==> config.mk <==
export PLATFORM = sky130hd
export DESIGN_NAME = audio_out_streamer
export DESIGN_NICKNAME = d
export VERILOG_FILES = /design/src/rtl/audio_out_streamer.sv
export SDC_FILE = /design/constraint.sdc
export NUM_CORES = 1
export LEC_CHECK = 0
export CORE_MARGIN = 3
export CORE_UTILIZATION = 45
export CTS_CLUSTER_DIAMETER = 150
export DETAILED_ROUTE_END_ITERATION = 6
export GPL_ROUTABILITY_DRIVEN = 0
export GPL_TIMING_DRIVEN = 0
export HOLD_SLACK_MARGIN = 0.15
export MAX_ROUTING_LAYER = met4
export PLACE_DENSITY = 0.59
export SYNTH_ARGS = -nofsm -noshare
export SYNTH_HDL_FRONTEND = slang
export SYNTH_SLANG_ARGS = --single-unit
==> constraint.sdc <==
create_clock -name clk -period 4.05 [get_ports clk]
set_input_delay 0.81 -clock clk [delete_from_list [all_inputs] [get_ports clk]]
set_output_delay 0.81 -clock clk [all_outputs]
set_load 0.1 [all_outputs]
==> src/rtl/audio_out_streamer.sv <==
// audio_out_streamer: FIFO-buffered, left-justified stereo serializer feeding a DAC (bclk/lrclk/sdata).
// Define AUDIO_OUT_SAT_EN to saturate samples to the signed DATA_W range through a registered write path.
module audio_out_streamer #(
    parameter int DATA_W  = 16,
    parameter int DEPTH   = 16,
    parameter int CLK_DIV = 4
) (
    input  logic                   clk,
    input  logic                   rst,
    input  logic                   en,
    input  logic [31:0]            sample_in,
    input  logic                   sample_valid,
    output logic                   sample_ready,
    input  logic                   clr_flags,
    output logic                   bclk,
    output logic                   lrclk,
    output logic                   sdata,
    output logic [$clog2(DEPTH):0] fifo_count,
    output logic                   overflow,
    output logic                   underflow
);
    localparam int AW = $clog2(DEPTH);
    localparam int DW = CLK_DIV > 1 ? $clog2(CLK_DIV) : 1;
    localparam int BW = $clog2(DATA_W);
    localparam logic [AW:0]   FULL_CNT = (AW+1)'(DEPTH);
    localparam logic [DW-1:0] DIV_MAX  = DW'(CLK_DIV - 1);
    localparam logic [BW-1:0] BIT_MAX  = BW'(DATA_W - 1);

    typedef enum logic [1:0] {IDLE, LEFT, RIGHT} state_t;

    state_t              state, state_n;
    logic [DATA_W-1:0]   mem [DEPTH];
    logic [AW-1:0]       wr_ptr, rd_ptr;
    logic                wr_en, full, empty, ovf_set;
    logic [DATA_W-1:0]   wr_data, new_sample, shreg, frame;
    logic [DW-1:0]       div;
    logic [BW-1:0]       bitcnt;
    logic                wrap, fall, last, fetch, stop, pop, udf_set;

`ifdef AUDIO_OUT_SAT_EN
    logic                in_range, pend;
    logic [DATA_W-1:0]   sat, pend_data;
    assign in_range = (&sample_in[31:DATA_W-1]) || !(|sample_in[31:DATA_W-1]);
    assign sat = in_range ? sample_in[DATA_W-1:0] : {sample_in[31], {(DATA_W-1){~sample_in[31]}}};
    // The staged word already owns a slot, so it counts towards full at the strobe.
    assign full = ({1'b0, fifo_count} + {{(AW+1){1'b0}}, pend}) == {1'b0, FULL_CNT};
    assign wr_en = pend;
    assign wr_data = pend_data;
    always_ff @(posedge clk or posedge rst) begin
        if (rst) begin
            pend      <= 1'b0;
            pend_data <= '0;
        end else begin
            pend      <= sample_valid && !full;
            pend_data <= sat;
        end
    end
`else
    logic unused_hi;
    assign unused_hi = ^sample_in[31:DATA_W];
    assign full = fifo_count == FULL_CNT;
    assign wr_en = sample_valid && !full;
    assign wr_data = sample_in[DATA_W-1:0];
`endif

    assign empty = fifo_count == '0;
    assign sample_ready = !full;
    assign ovf_set = sample_valid && full;
    assign wrap = div == DIV_MAX;
    assign fall = state != IDLE && wrap && bclk;
    assign last = fall && bitcnt == BIT_MAX;
    assign new_sample = pop ? mem[rd_ptr] : '0;

    always_ff @(posedge clk or posedge rst) begin
        if (rst)
            state <= IDLE;
        else
            state <= state_n;
    end

    // fetch marks a frame start: leaving IDLE, or the RIGHT->LEFT boundary while enabled.
    always_comb begin
        state_n = state;
        fetch   = 1'b0;
        stop    = 1'b0;
        case (state)
            IDLE: begin
                state_n = en ? LEFT : IDLE;
                fetch   = en;
            end
            LEFT: state_n = last ? RIGHT : LEFT;
            default: begin
                state_n = last ? (en ? LEFT : IDLE) : RIGHT;
                fetch   = last && en;
                stop    = last && !en;
            end
        endcase
        pop     = fetch && !empty;
        udf_set = fetch && empty;
    end

    always_ff @(posedge clk) begin
        if (wr_en)
            mem[wr_ptr] <= wr_data;
    end

    always_ff @(posedge clk or posedge rst) begin
        if (rst) begin
            wr_ptr     <= '0;
            rd_ptr     <= '0;
            fifo_count <= '0;
            overflow   <= 1'b0;
            underflow  <= 1'b0;
        end else begin
            if (wr_en)
                wr_ptr <= wr_ptr + 1'b1;
            if (pop)
                rd_ptr <= rd_ptr + 1'b1;
            fifo_count <= fifo_count + {{AW{1'b0}}, wr_en} - {{AW{1'b0}}, pop};
            overflow   <= ovf_set || (overflow && !clr_flags);
            underflow  <= udf_set || (underflow && !clr_flags);
        end
    end

    always_ff @(posedge clk or posedge rst) begin
        if (rst) begin
            div    <= '0;
            bitcnt <= '0;
            bclk   <= 1'b0;
            lrclk  <= 1'b0;
            sdata  <= 1'b0;
            shreg  <= '0;
            frame  <= '0;
        end else begin
            div <= (state == IDLE || wrap) ? '0 : div + 1'b1;
            if (state != IDLE && wrap)
                bclk <= !bclk;
            if (fetch) begin
                frame  <= new_sample;
                shreg  <= new_sample;
                sdata  <= new_sample[DATA_W-1];
                lrclk  <= 1'b0;
                bitcnt <= '0;
            end else if (stop) begin
                sdata  <= 1'b0;
                lrclk  <= 1'b0;
                bitcnt <= '0;
            end else if (last) begin
                shreg  <= frame;
                sdata  <= frame[DATA_W-1];
                lrclk  <= 1'b1;
                bitcnt <= '0;
            end else if (fall) begin
                shreg  <= shreg << 1;
                sdata  <= shreg[DATA_W-2];
                bitcnt <= bitcnt + 1'b1;
            end
        end
    end
endmodule

==> flow_metrics.tcl, run 1 <==
set metrics [dict create \
    slew_violations 0 \
    synthArstFlopShare_pct 18.2 \
    seq_area_sq_um 9110 \
    antenna_found_initial 0 \
    worstHoldStart "div[0]$_DFF_PP0_" \
    grtUsageTotal_pct 21.4 \
    max_cap_violations 0 \
    clock.fmax_mhz 285 \
    r2r-end "fifo_count[4]$_DFF_PP0_" \
    cp_slowest_cell "clkdlybuf4s50_1" \
    synth_edf_count 256 \
    start_kind "flop" \
    dp_cells 1031 \
    grt_pass1_wl_microns 44200 \
    antennaDiodeCount 0 \
    syn_area_per_cell_sq_um 19.5 \
    core_area_sq_um 27000 \
    wl_per_cell_microns 27.2 \
    stdcell_count 1090 \
    ys.flop_type "edfxtp_1" \
    worstPathCellList "inv_1 -> ha_1 -> nor4bb_1 -> inv_1 -> clkdlybuf4s50_1" \
    fin_skew_ns 0.0170 \
    ff2ff_path_depth 14 \
    finalCriticalPeriod_ns 3.51 \
    endpoint_kind "output pin" \
    criticalPathCategory "reg2out" \
    hold_path.class "reg2reg" \
    synth_common_cells "edfxtp_1 (256), mux4_2 (64), dfrtp_1 (57), o22ai_1 (32)" \
    cts-resized-gates 0 \
    syn_nets 689 \
    cts.clk_slew.worst_paths_ns 0.06 \
    yosys_warnings 0 \
    holdPathStages 1 \
    slew_headroom_pct 35.1 \
    worst-path-buf-inv 3 \
    cp_slowest_stage_delay_ns 0.98 \
    clock_latency_ns 0.50 \
    cts_hold_buf 0 \
    vias_per_cell 6.01 \
    yosysUniqueCellTypes 46 \
    arrival_ns 2.70 \
    io_buffers 31 \
    via_count 6556 \
    cp_max_fo 3 \
    drc_errors 0 \
    path_delay_family "buffers and inverters" \
    hold_path_end "div[0]$_DFF_PP0_" \
    synth_seq_cells 313 \
    cts.htree.levels 2 \
    placed_area_sq_um 13600 \
    initial_core_util_pct 46.0 \
    overflow 0 \
    synth_most_common_cell "edfxtp_1" \
    worst-slew-pin-transition_ns 0.971 \
    die_w_microns 172 \
    cts_sinks 313 \
    fillers 2106 \
    dieArea_sq_um 29700 \
    dr.pass1.iters 7 \
    synthCells 638 \
    cp.depth 5 \
    drive_gt1_share_pct 25.9 \
    ys_seq_area_share_pct 73.3 \
    grt_start_max_net_pins 35 \
    synthTopCellsByArea "edfxtp_1 (62%), mux4_2 (12%), dfrtp_1 (11%)" \
    area_delta_synth_final_pct 17.8 \
    routed_wirelength_microns 29600 \
    postCtsSetupBuffers 0 \
    rsz0062_at_grt "no" \
    power_density_nw_per_um2 722 \
    period_share_pct 86.6 \
    die_h_microns 172 \
    status "complete, no violations" \
    rrSetupSlack_ns 0.88 \
    row_count 60 \
    ant_nets 0 \
    synth_top_area_share_pct 61.8 \
    power_leakage_nw 5.07 \
    setup_viol_count_final 0 \
    nets 778 \
    dp_hpwl_microns 19800 \
    cts_buffers 35 \
    required_ns 3.24 \
    yosys.area.top_type "edfxtp_1" \
    ir_worst_vdd_mv 0.297 \
    multi_input_area_sq_um 3120 \
    root_buffer "clkbuf_16" \
    reg2reg_from "fifo_count[3]$_DFF_PP0_" \
    clockBufferDepth 3 \
    path_common_cell "inv_1" \
    syn_area_sq_um 12400 \
    first_global_vias 6946 \
    hold_violations 0 \
    first_iter_violations 589 \
    stdcell_area_sq_um 14700 \
    io_pins 48 \
    tritoncts "built" \
]
[metrics by stage]
stage          util, %  TNS, ns  hold slack [ns]  worst slack (ns)  total power, mW
3_5_place_dp      50.2        0            0.436             0.265             7.63
3_3_place_gp      48.8   -74.20            0.428             -1.16             7.41
2_1_floorplan        -        0            0.415             0.450             6.54
6_report          54.2        0            0.438             0.541             10.6
4_1_cts           54.2        0            0.444             0.523             10.7
5_1_grt           54.2        0            0.470             0.370             11.1
[power by group]
part / switching (mW) / total (mW) / internal, mW
Sequential: 0.235 / 4.26 / 4.02
Combinational: 1.92 / 3.28 / 1.36
Clock: 1.20 / 3.04 / 1.84
Total: 3.36 / 10.6 / 7.22
[logic make-up after synthesis]
group	Yosys count	share of synthesized area [%]
AO/OA/AOI/OAI	85	5.02
XOR/XNOR	13	0.915
adder cells (fa/ha/maj)	14	1.47
buffers and inverters	49	2.09
flip-flops	313	73.3
multiplexers	79	12.9
AND/OR/NAND/NOR	85	4.30
[metal layers]
layer / GRT usage, % / vias to the layer above / routed length, microns
met5: - / - / 0
met4: 5.14 / 0 / 608
met3: 3.77 / 52 / 1820
met2: 35.7 / 239 / 15100
met1: 27.7 / 3489 / 12100
li1: - / 2776 / -
[cells in the final DEF (no fill, tap or decap), drive strengths merged, types with 2 or more instances in the layout]
| master | instances |
|---|---|
| a211oi | 2 |
| a21o | 17 |
| a21oi | 6 |
| a221o | 14 |
| a22oi | 2 |
| and3 | 3 |
| buf | 49 |
| bufinv | 2 |
| clkbuf | 54 |
| clkdlybuf4s50 | 31 |
| clkinv | 8 |
| dfrtp | 57 |
| edfxtp | 256 |
| ha | 13 |
| inv | 16 |
| mux2 | 15 |
| mux4 | 64 |
| nand2 | 17 |
| nand2b | 7 |
| nand3 | 2 |
| nand4 | 2 |
| nor2 | 17 |
| nor2b | 4 |
| nor3 | 7 |
| nor3b | 4 |
| nor4 | 15 |
| o2111ai | 2 |
| o21ai | 4 |
| o21bai | 3 |
| o22ai | 32 |
| or2 | 2 |
| xnor2 | 7 |
| xor2 | 6 |
[area by class of cell]
type | instances | share of cell area (%)
flip-flops and latches | 313 | 62.2
multi-input cells | 276 | 21.3
clock buffers | 49 | 6.83
repair buffers | 52 | 4.40
well taps | 341 | 2.91
plain buffers | 33 | 1.37
clock inverters | 10 | 0.640
inverters | 16 | 0.410
[sequential cells by signal, indices dropped and copies added (netlist names), 2 cells and up]
| register | cells |
|---|---|
| bitcnt | 4 |
| div | 2 |
| fifo_count | 5 |
| frame | 16 |
| mem | 256 |
| rd_ptr | 4 |
| shreg | 15 |
| state | 2 |
| wr_ptr | 4 |
[worst reg2reg max path: cells and delay by family (launching register included)]
kind,cells,cell delay [ns]
adder cells (fa/ha/maj),4,1.08
XOR/XNOR,1,0.14
buffers and inverters,5,0.70
flip-flops,1,0.40
AO/OA/AOI/OAI,2,0.23
AND/OR/NAND/NOR,2,0.55
[how the worst max path moves through the flow]
stage / from / endpoint / slack, ns
final: fifo_count[3]$_DFF_PP0_ / sample_ready / 0.54
after global routing: fifo_count[3]$_DFF_PP0_ / sample_ready / 0.37
after CTS: fifo_count[3]$_DFF_PP0_ / sample_ready / 0.52
after detailed placement: en / fifo_count[4]$_DFF_PP0_ / 0.26
after global placement: sample_valid / mem[3][12]$_DFFE_PP_ / -1.16
after floorplan: fifo_count[2]$_DFF_PP0_ / mem[3][0]$_DFFE_PP_ / 0.45
No activity file was read; power rests on OpenSTA's default activity.
==> run 2: changes to the inputs <==
--- a/config.mk
+++ b/config.mk
@@ -5,6 +5,8 @@
 export SDC_FILE = /design/constraint.sdc
 export NUM_CORES = 1
 export LEC_CHECK = 0
+export ABC_AREA = 1
+export CAP_MARGIN = 20
 export CORE_MARGIN = 3
 export CORE_UTILIZATION = 45
 export CTS_CLUSTER_DIAMETER = 150
==> run 2 against run 1 <==
Net effect: power is 26% lower; sequential cell count unchanged; setup slack better by 0.25 ns; area after synthesis up 4.5%; fmax up 7.7%; clock power fell by 5%; non-clock buffer count is 26 higher; synthesized cell count increased by 81%; critical endpoint unchanged; largest power group unchanged.
==> flow_metrics.tcl, run 2 <==
set metrics [dict create \
    status "complete, no violations" \
    criticalPathCategory "reg2out" \
    endpoint_kind "output pin" \
    finalCriticalPeriod_ns 3.26 \
    cp_max_fo 3 \
    slew_violations 0 \
    max_cap_violations 0 \
    dp_hpwl_microns 23500 \
    cts_buffers 35 \
    ff2ff_path_depth 13 \
    rrSetupSlack_ns 0.90 \
    finalPower_mw 7.83 \
    synth_top_area_share_pct 59.1 \
    first_iter_violations 964 \
    largest_register "mem" \
    final_util_pct 54.1 \
    clock_latency_ns 0.52 \
    core_area_sq_um 28200 \
    yosys_warnings 0 \
    area_delta_synth_final_pct 17.1 \
    fin_ws_ns 0.791 \
    ant_nets 0 \
    cp_slowest_stage_delay_ns 1.15 \
    dieArea_sq_um 31000 \
    ir_worst_vdd_mv 0.268 \
    cts_hold_buf 0 \
    cts-resized-gates 0 \
    setup_viol_count_final 0 \
    fin_skew_ns 0.0210 \
    hold_path.class "reg2reg" \
    nets 1290 \
    synthTopCellsByArea "edfxtp_1 (59%), dfrtp_1 (11%), nand2_1 (11%)" \
    synthCells 1154 \
    yosys.area.top_type "edfxtp_1" \
    grt_start_max_net_pins 30 \
    worstPathCellList "inv_1 -> ha_1 -> nand3_1 -> clkdlybuf4s50_1" \
    synth_seq_cells 313 \
    via_count 8867 \
    wl_per_cell_microns 21.3 \
    ys_seq_area_share_pct 70.1 \
    cp_slowest_cell "clkdlybuf4s50_1" \
    worst-slew-pin-transition_ns 0.989 \
    drive_gt1_share_pct 10.2 \
    vias_per_cell 5.40 \
    cts_sinks 313 \
    holdPathStages 1 \
    die_h_microns 176 \
    die_w_microns 176 \
    synth_most_common_cell "nand2_1" \
    pre_cts_slack_ns 0.623 \
    period_share_pct 80.5 \
    final_common_cell "nand2_1" \
    first_global_vias 8295 \
    slew_headroom_pct 33.9 \
    fillers 2405 \
    dr.pass1.iters 6 \
    syn_area_per_cell_sq_um 11.3 \
    power_density_nw_per_um2 515 \
    required_ns 3.24 \
    io_pins 48 \
    path_delay_family "buffers and inverters" \
    rsz0062_at_grt "no" \
    cts.htree.levels 2 \
    io_buffers 31 \
    syn_area_sq_um 13000 \
    synth_edf_count 256 \
    layout_common_cells "nand2_1 (369), edfxtp_1 (256), nand3_1 (232)" \
    grt_pass1_wl_microns 52000 \
    yosysUniqueCellTypes 30 \
    antenna_found_initial 1 \
    grtUsageTotal_pct 23.4 \
    largest_reg_flops 256 \
    clockBufferDepth 3 \
    ys.flop_type "edfxtp_1" \
    arrival_ns 2.45 \
    power_leakage_nw 5.81 \
    largestRegisters "mem (256), frame (16), shreg (15)" \
    syn_nets 1205 \
    r2r-end "fifo_count[4]$_DFF_PP0_" \
    initial_core_util_pct 46.2 \
    fin_setup_tns_ns 0 \
    tritoncts "built" \
    drc_errors 0 \
    clock.fmax_mhz 307 \
    overflow 0 \
    reg2reg_from "fifo_count[3]$_DFF_PP0_" \
    worstHoldStart "div[0]$_DFF_PP0_" \
    row_count 61 \
    worst-path-buf-inv 2 \
    postCtsSetupBuffers 0 \
    root_buffer "clkbuf_16" \
    hold_path_end "div[0]$_DFF_PP0_" \
    hold_violations 0 \
    whs_ns 0.440 \
    synthArstFlopShare_pct 18.2 \
    cts.clk_slew.worst_paths_ns 0.06 \
    synth_common_cells "nand2_1 (369), edfxtp_1 (256), nand3_1 (232), dfrtp_1 (57), inv_1 (47)" \
    routed_wirelength_microns 34900 \
    start_kind "flop" \
]
==> run 2: worst max-delay path by stage <==
stage,start,end,slack (ns),cells past startpoint
detailed placement,en,fifo_count[4]$_DFF_PP0_,0.62,13
finish,fifo_count[3]$_DFF_PP0_,sample_ready,0.79,4
global route,fifo_count[3]$_DFF_PP0_,fifo_count[4]$_DFF_PP0_,0.70,13
floorplan,fifo_count[4]$_DFF_PP0_,fifo_count[4]$_DFF_PP0_,0.31,9
global placement,sample_valid,mem[7][2]$_DFFE_PP_,0.22,5
CTS,fifo_count[3]$_DFF_PP0_,sample_ready,0.76,4
==> run 2: final cells by class <==
cell class / instances / area, sq um / area share (%)
timing repair buffer: 48 / 683 / 4.49
tap: 378 / 473 / 3.11
inverter: 49 / 184 / 1.21
clock buffer: 42 / 902 / 5.93
antenna: 1 / 2.50 / 0.0164
clock inverter: 18 / 125 / 0.822
sequential: 313 / 9110 / 59.9
multi-input combinational: 729 / 3440 / 22.6
buffer: 63 / 304 / 2.00
==> run 2: through the flow <==
stage / cells / instance area (sq um)
finish: 1641 / 15200
global route: 1641 / 15200
CTS: 1640 / 15200
detailed placement: 1580 / 14200
global placement: 1563 / 13800
floorplan: 1154 / 13000
==> run 2: kinds of logic (layout without fill, tap and decap cells) <==
family,after synthesis,count (layout),share of synthesized area (%)
AOI/OAI and AO/OA,48,48,1.88
DFF,313,313,70.1
buffers and inverters,112,220,3.75
other,0,1,0
and+or+nand+nor,656,656,22.1
xor gates and xnor gates,11,11,0.741
adders and majority gates,14,14,1.41
==> run 2: worst reg2reg max path, cell delays in order (launching register included) <==
cell and delay (ns):
dfrtp_1 0.41, inv_1 0.09, ha_1 0.16, inv_1 0.04, nor4_1 0.62, nor2_4 0.16
buf_6 0.21, ha_1 0.27, inv_1 0.06, ha_1 0.15, inv_1 0.06, fa_1 0.43
o21ai_0 0.24, xor2_1 0.17
==> run 2: where the power goes <==
group	total [mW]	internal (mW)	leakage (nW)	switching [mW]
sequential	3.90	3.80	2.96	0.0999
combinational	1.04	0.305	2.35	0.736
clock	2.89	1.66	0.502	1.24
==> run 2: per-layer routing <==
metal  vias to the layer above  share of wire [%]  GRT usage, %
met4                         0                3.4          8.15
met3                        70                7.7          4.24
li1                       4151                  -             -
met1                      4287                 43          31.9
met2                       359                 46          35.8
met5                         -                  0             -
==> run 3: changes to the inputs <==
--- a/config.mk
+++ b/config.mk
@@ -15,7 +15,7 @@
 export GPL_TIMING_DRIVEN = 0
 export HOLD_SLACK_MARGIN = 0.15
 export MAX_ROUTING_LAYER = met4
-export PLACE_DENSITY = 0.59
+export PLACE_DENSITY = 0.61
 export SYNTH_ARGS = -nofsm -noshare
 export SYNTH_HDL_FRONTEND = slang
 export SYNTH_SLANG_ARGS = --single-unit
==> constraint.sdc (replaced) <==
create_clock -name clk -period 2.6 [get_ports clk]
set_input_delay 0.52 -clock clk [delete_from_list [all_inputs] [get_ports clk]]
set_output_delay 0.52 -clock clk [all_outputs]
set_load 0.1 [all_outputs]
==> run 3 against run 2 <==
Net effect: cell count up 0.37%; design area up 0.30%; largest power group unchanged; first-iteration DRC count up 1.2%; largest cell class unchanged; critical path type unchanged; die area unchanged; clock skew down 0.0048 ns; power up 57%; clock-buffer cell count up 8; critical endpoint is now underflow; via count up 0.23%; critical path depth down 3; worst hold slack worse by 0.095 ns.
==> flow_metrics.tcl, run 3 (synthesis gave the netlist of run 2 again) <==
set metrics [dict create \
    hold_violations 0 \
    cts_sinks 313 \
    ant_nets 0 \
    period_share_pct 97.8 \
    worstPathCellList "clkdlybuf4s50_1" \
    cp_slowest_cell "clkdlybuf4s50_1" \
    pwr-share-comb_pct 13.9 \
    p_sw_mw 3.29 \
    cts.htree.levels 2 \
    finalCriticalPeriod_ns 2.54 \
    r2r-end "fifo_count[2]$_DFF_PP0_" \
    dr.pass1.iters 5 \
    fin_skew_ns 0.0162 \
    layout_common_cells "nand2_1 (368), edfxtp_1 (256), nand3_1 (231)" \
    p_clk_share_pct 36.5 \
    clock_latency_ns 0.52 \
    largestRegisters "mem (256), frame (16), shreg (15)" \
    setup_viol_count_final 0 \
    ir_worst_vdd_mv 0.477 \
    cp_slowest_stage_delay_ns 1.14 \
    fillers 2416 \
    criticalPathCategory "reg2out" \
    antennaDiodeCount 0 \
    routed_wirelength_microns 34800 \
    via_count 8887 \
    grt_use_met3_pct 3.53 \
    vias_per_cell 5.40 \
    max_cap_violations 0 \
    cts_buffers 35 \
    worst-slew-pin-transition_ns 0.971 \
    grt_start_max_net_pins 43 \
    drive_gt1_share_pct 12.1 \
    top_usage_layer "met2" \
    use_met2_pct 34.9 \
    finalPower_mw 12.3 \
    worst-path-buf-inv 1 \
    status "complete, no violations" \
    intPower_mw 9.00 \
    dieArea_sq_um 31000 \
    reg2reg_from "fifo_count[3]$_DFF_PP0_" \
    die_w_microns 176 \
    slew_headroom_pct 35.1 \
    slew_violations 0 \
    largest_reg_flops 256 \
    clockBufferDepth 3 \
    core_area_sq_um 28200 \
    p_sw_share_pct 26.8 \
    grtUsageTotal_pct 23.3 \
    pwr-share-seq_pct 49.6 \
    first_global_vias 8552 \
    largest_register "mem" \
    wl_per_cell_microns 21.2 \
    row_count 61 \
    hold_path.class "in2async" \
    cp_max_fo 2 \
    final_util_pct 54.2 \
    path_delay_family "buffers and inverters" \
    nets 1296 \
    first_iter_violations 976 \
    initial_core_util_pct 46.2 \
    rrSetupSlack_ns 0.12 \
    cts.clk_slew.worst_paths_ns 0.06 \
    endpoint_kind "output pin" \
    ff2ff_path_depth 13 \
    root_buffer "clkbuf_16" \
    dp_hpwl_microns 22900 \
    io_buffers 31 \
    area_delta_synth_final_pct 17.5 \
    antenna_found_initial 0 \
    io_pins 48 \
    clock.fmax_mhz 393 \
    grt_pass1_wl_microns 52000 \
    arrival_ns 2.02 \
    power_density_nw_per_um2 805 \
    tritoncts "built" \
    die_h_microns 176 \
    power_leakage_nw 5.83 \
    overflow 0 \
    start_kind "flop" \
    required_ns 2.08 \
    grtUsageMet1_pct 32.3 \
    final_common_cell "nand2_1" \
    drc_errors 0 \
]
## run 3: changes by cell type in the layout (fill, tap and decap cells not counted), sizes merged
cell | previous run | this run
bufinv | 1 | 0
clkinv | 15 | 8
clkdlybuf4s50 | 31 | 26
clkdlybuf4s15 | 0 | 1
inv | 50 | 52
diode | 1 | 0
clkbuf | 62 | 70
dlymetal6s2s | 0 | 1
dlygate4sd2 | 0 | 3
clkinvlp | 1 | 0
buf | 60 | 66
## run 3: stage by stage
| step | setup WS, ns | TNS (ns) | std cells | cell area [sq um] | hold WS [ns] |
|---|---|---|---|---|---|
| 6_report | 0.0560 | 0 | 1647 | 15300 | 0.345 |
| 5_1_grt | -0.0332 | -0.0443 | 1647 | 15300 | 0.375 |
| 4_1_cts | 0.0143 | 0 | 1639 | 15200 | 0.349 |
| 3_5_place_dp | -0.433 | -4.88 | 1576 | 14100 | 0.437 |
| 3_3_place_gp | -0.810 | -179.22 | 1563 | 13900 | 0.428 |
| 2_1_floorplan | -0.120 | -23.07 | 1154 | 13100 | 0.415 |
## run 3: cell type report
class	instances	area [sq um]	share of cell area, %
tap	378	473	3.10
multi-input combinational	729	3540	23.2
sequential	313	9120	59.7
inverter	49	184	1.20
clock inverter	11	65.1	0.426
buffer	63	304	1.99
clock buffer	50	953	6.24
timing repair buffer	54	634	4.15
## run 3: worst max-delay path by stage
stage	endpoint	start	slack, ns	cells past startpoint
after floorplan	mem[0][0]$_DFFE_PP_	fifo_count[2]$_DFF_PP0_	-0.12	7
after global placement	mem[4][11]$_DFFE_PP_	sample_valid	-0.81	5
after detailed placement	fifo_count[4]$_DFF_PP0_	en	-0.43	13
after CTS	fifo_count[4]$_DFF_PP0_	div[0]$_DFF_PP0_	0.01	15
after global routing	fifo_count[4]$_DFF_PP0_	bitcnt[0]$_DFFE_PP0P_	-0.03	15
final	underflow	underflow$_DFF_PP0_	0.06	1
## run 3: routing by layer
layer	vias to the layer above	routed length (microns)
met5	-	0
met4	0	1410
met3	81	2730
met2	358	15900
met1	4295	14800
li1	4153	-
## run 3: power groups by stage
| stage | combinational, mW | clock [mW] | sequential (mW) |
|---|---|---|---|
| 6_report | 1.71 | 4.48 | 6.10 |
| 2_1_floorplan | 0.696 | 0 | 6.48 |
| 4_1_cts | 1.62 | 4.51 | 6.10 |
| 3_3_place_gp | 1.44 | 0 | 6.21 |
| 3_5_place_dp | 1.62 | 0 | 6.20 |
| 5_1_grt | 1.84 | 4.75 | 6.14 |
## run 3: repair_timing
| item | CTS | global route |
|---|---|---|
| hold buffers | 0 | 0 |
| setup endpoints to repair | 7 | 5 |
| gates resized for setup | 9 | 9 |
| gates cloned | 0 | 0 |
| pin swaps | 2 | 9 |
| buffers inserted | 2 | 8 |
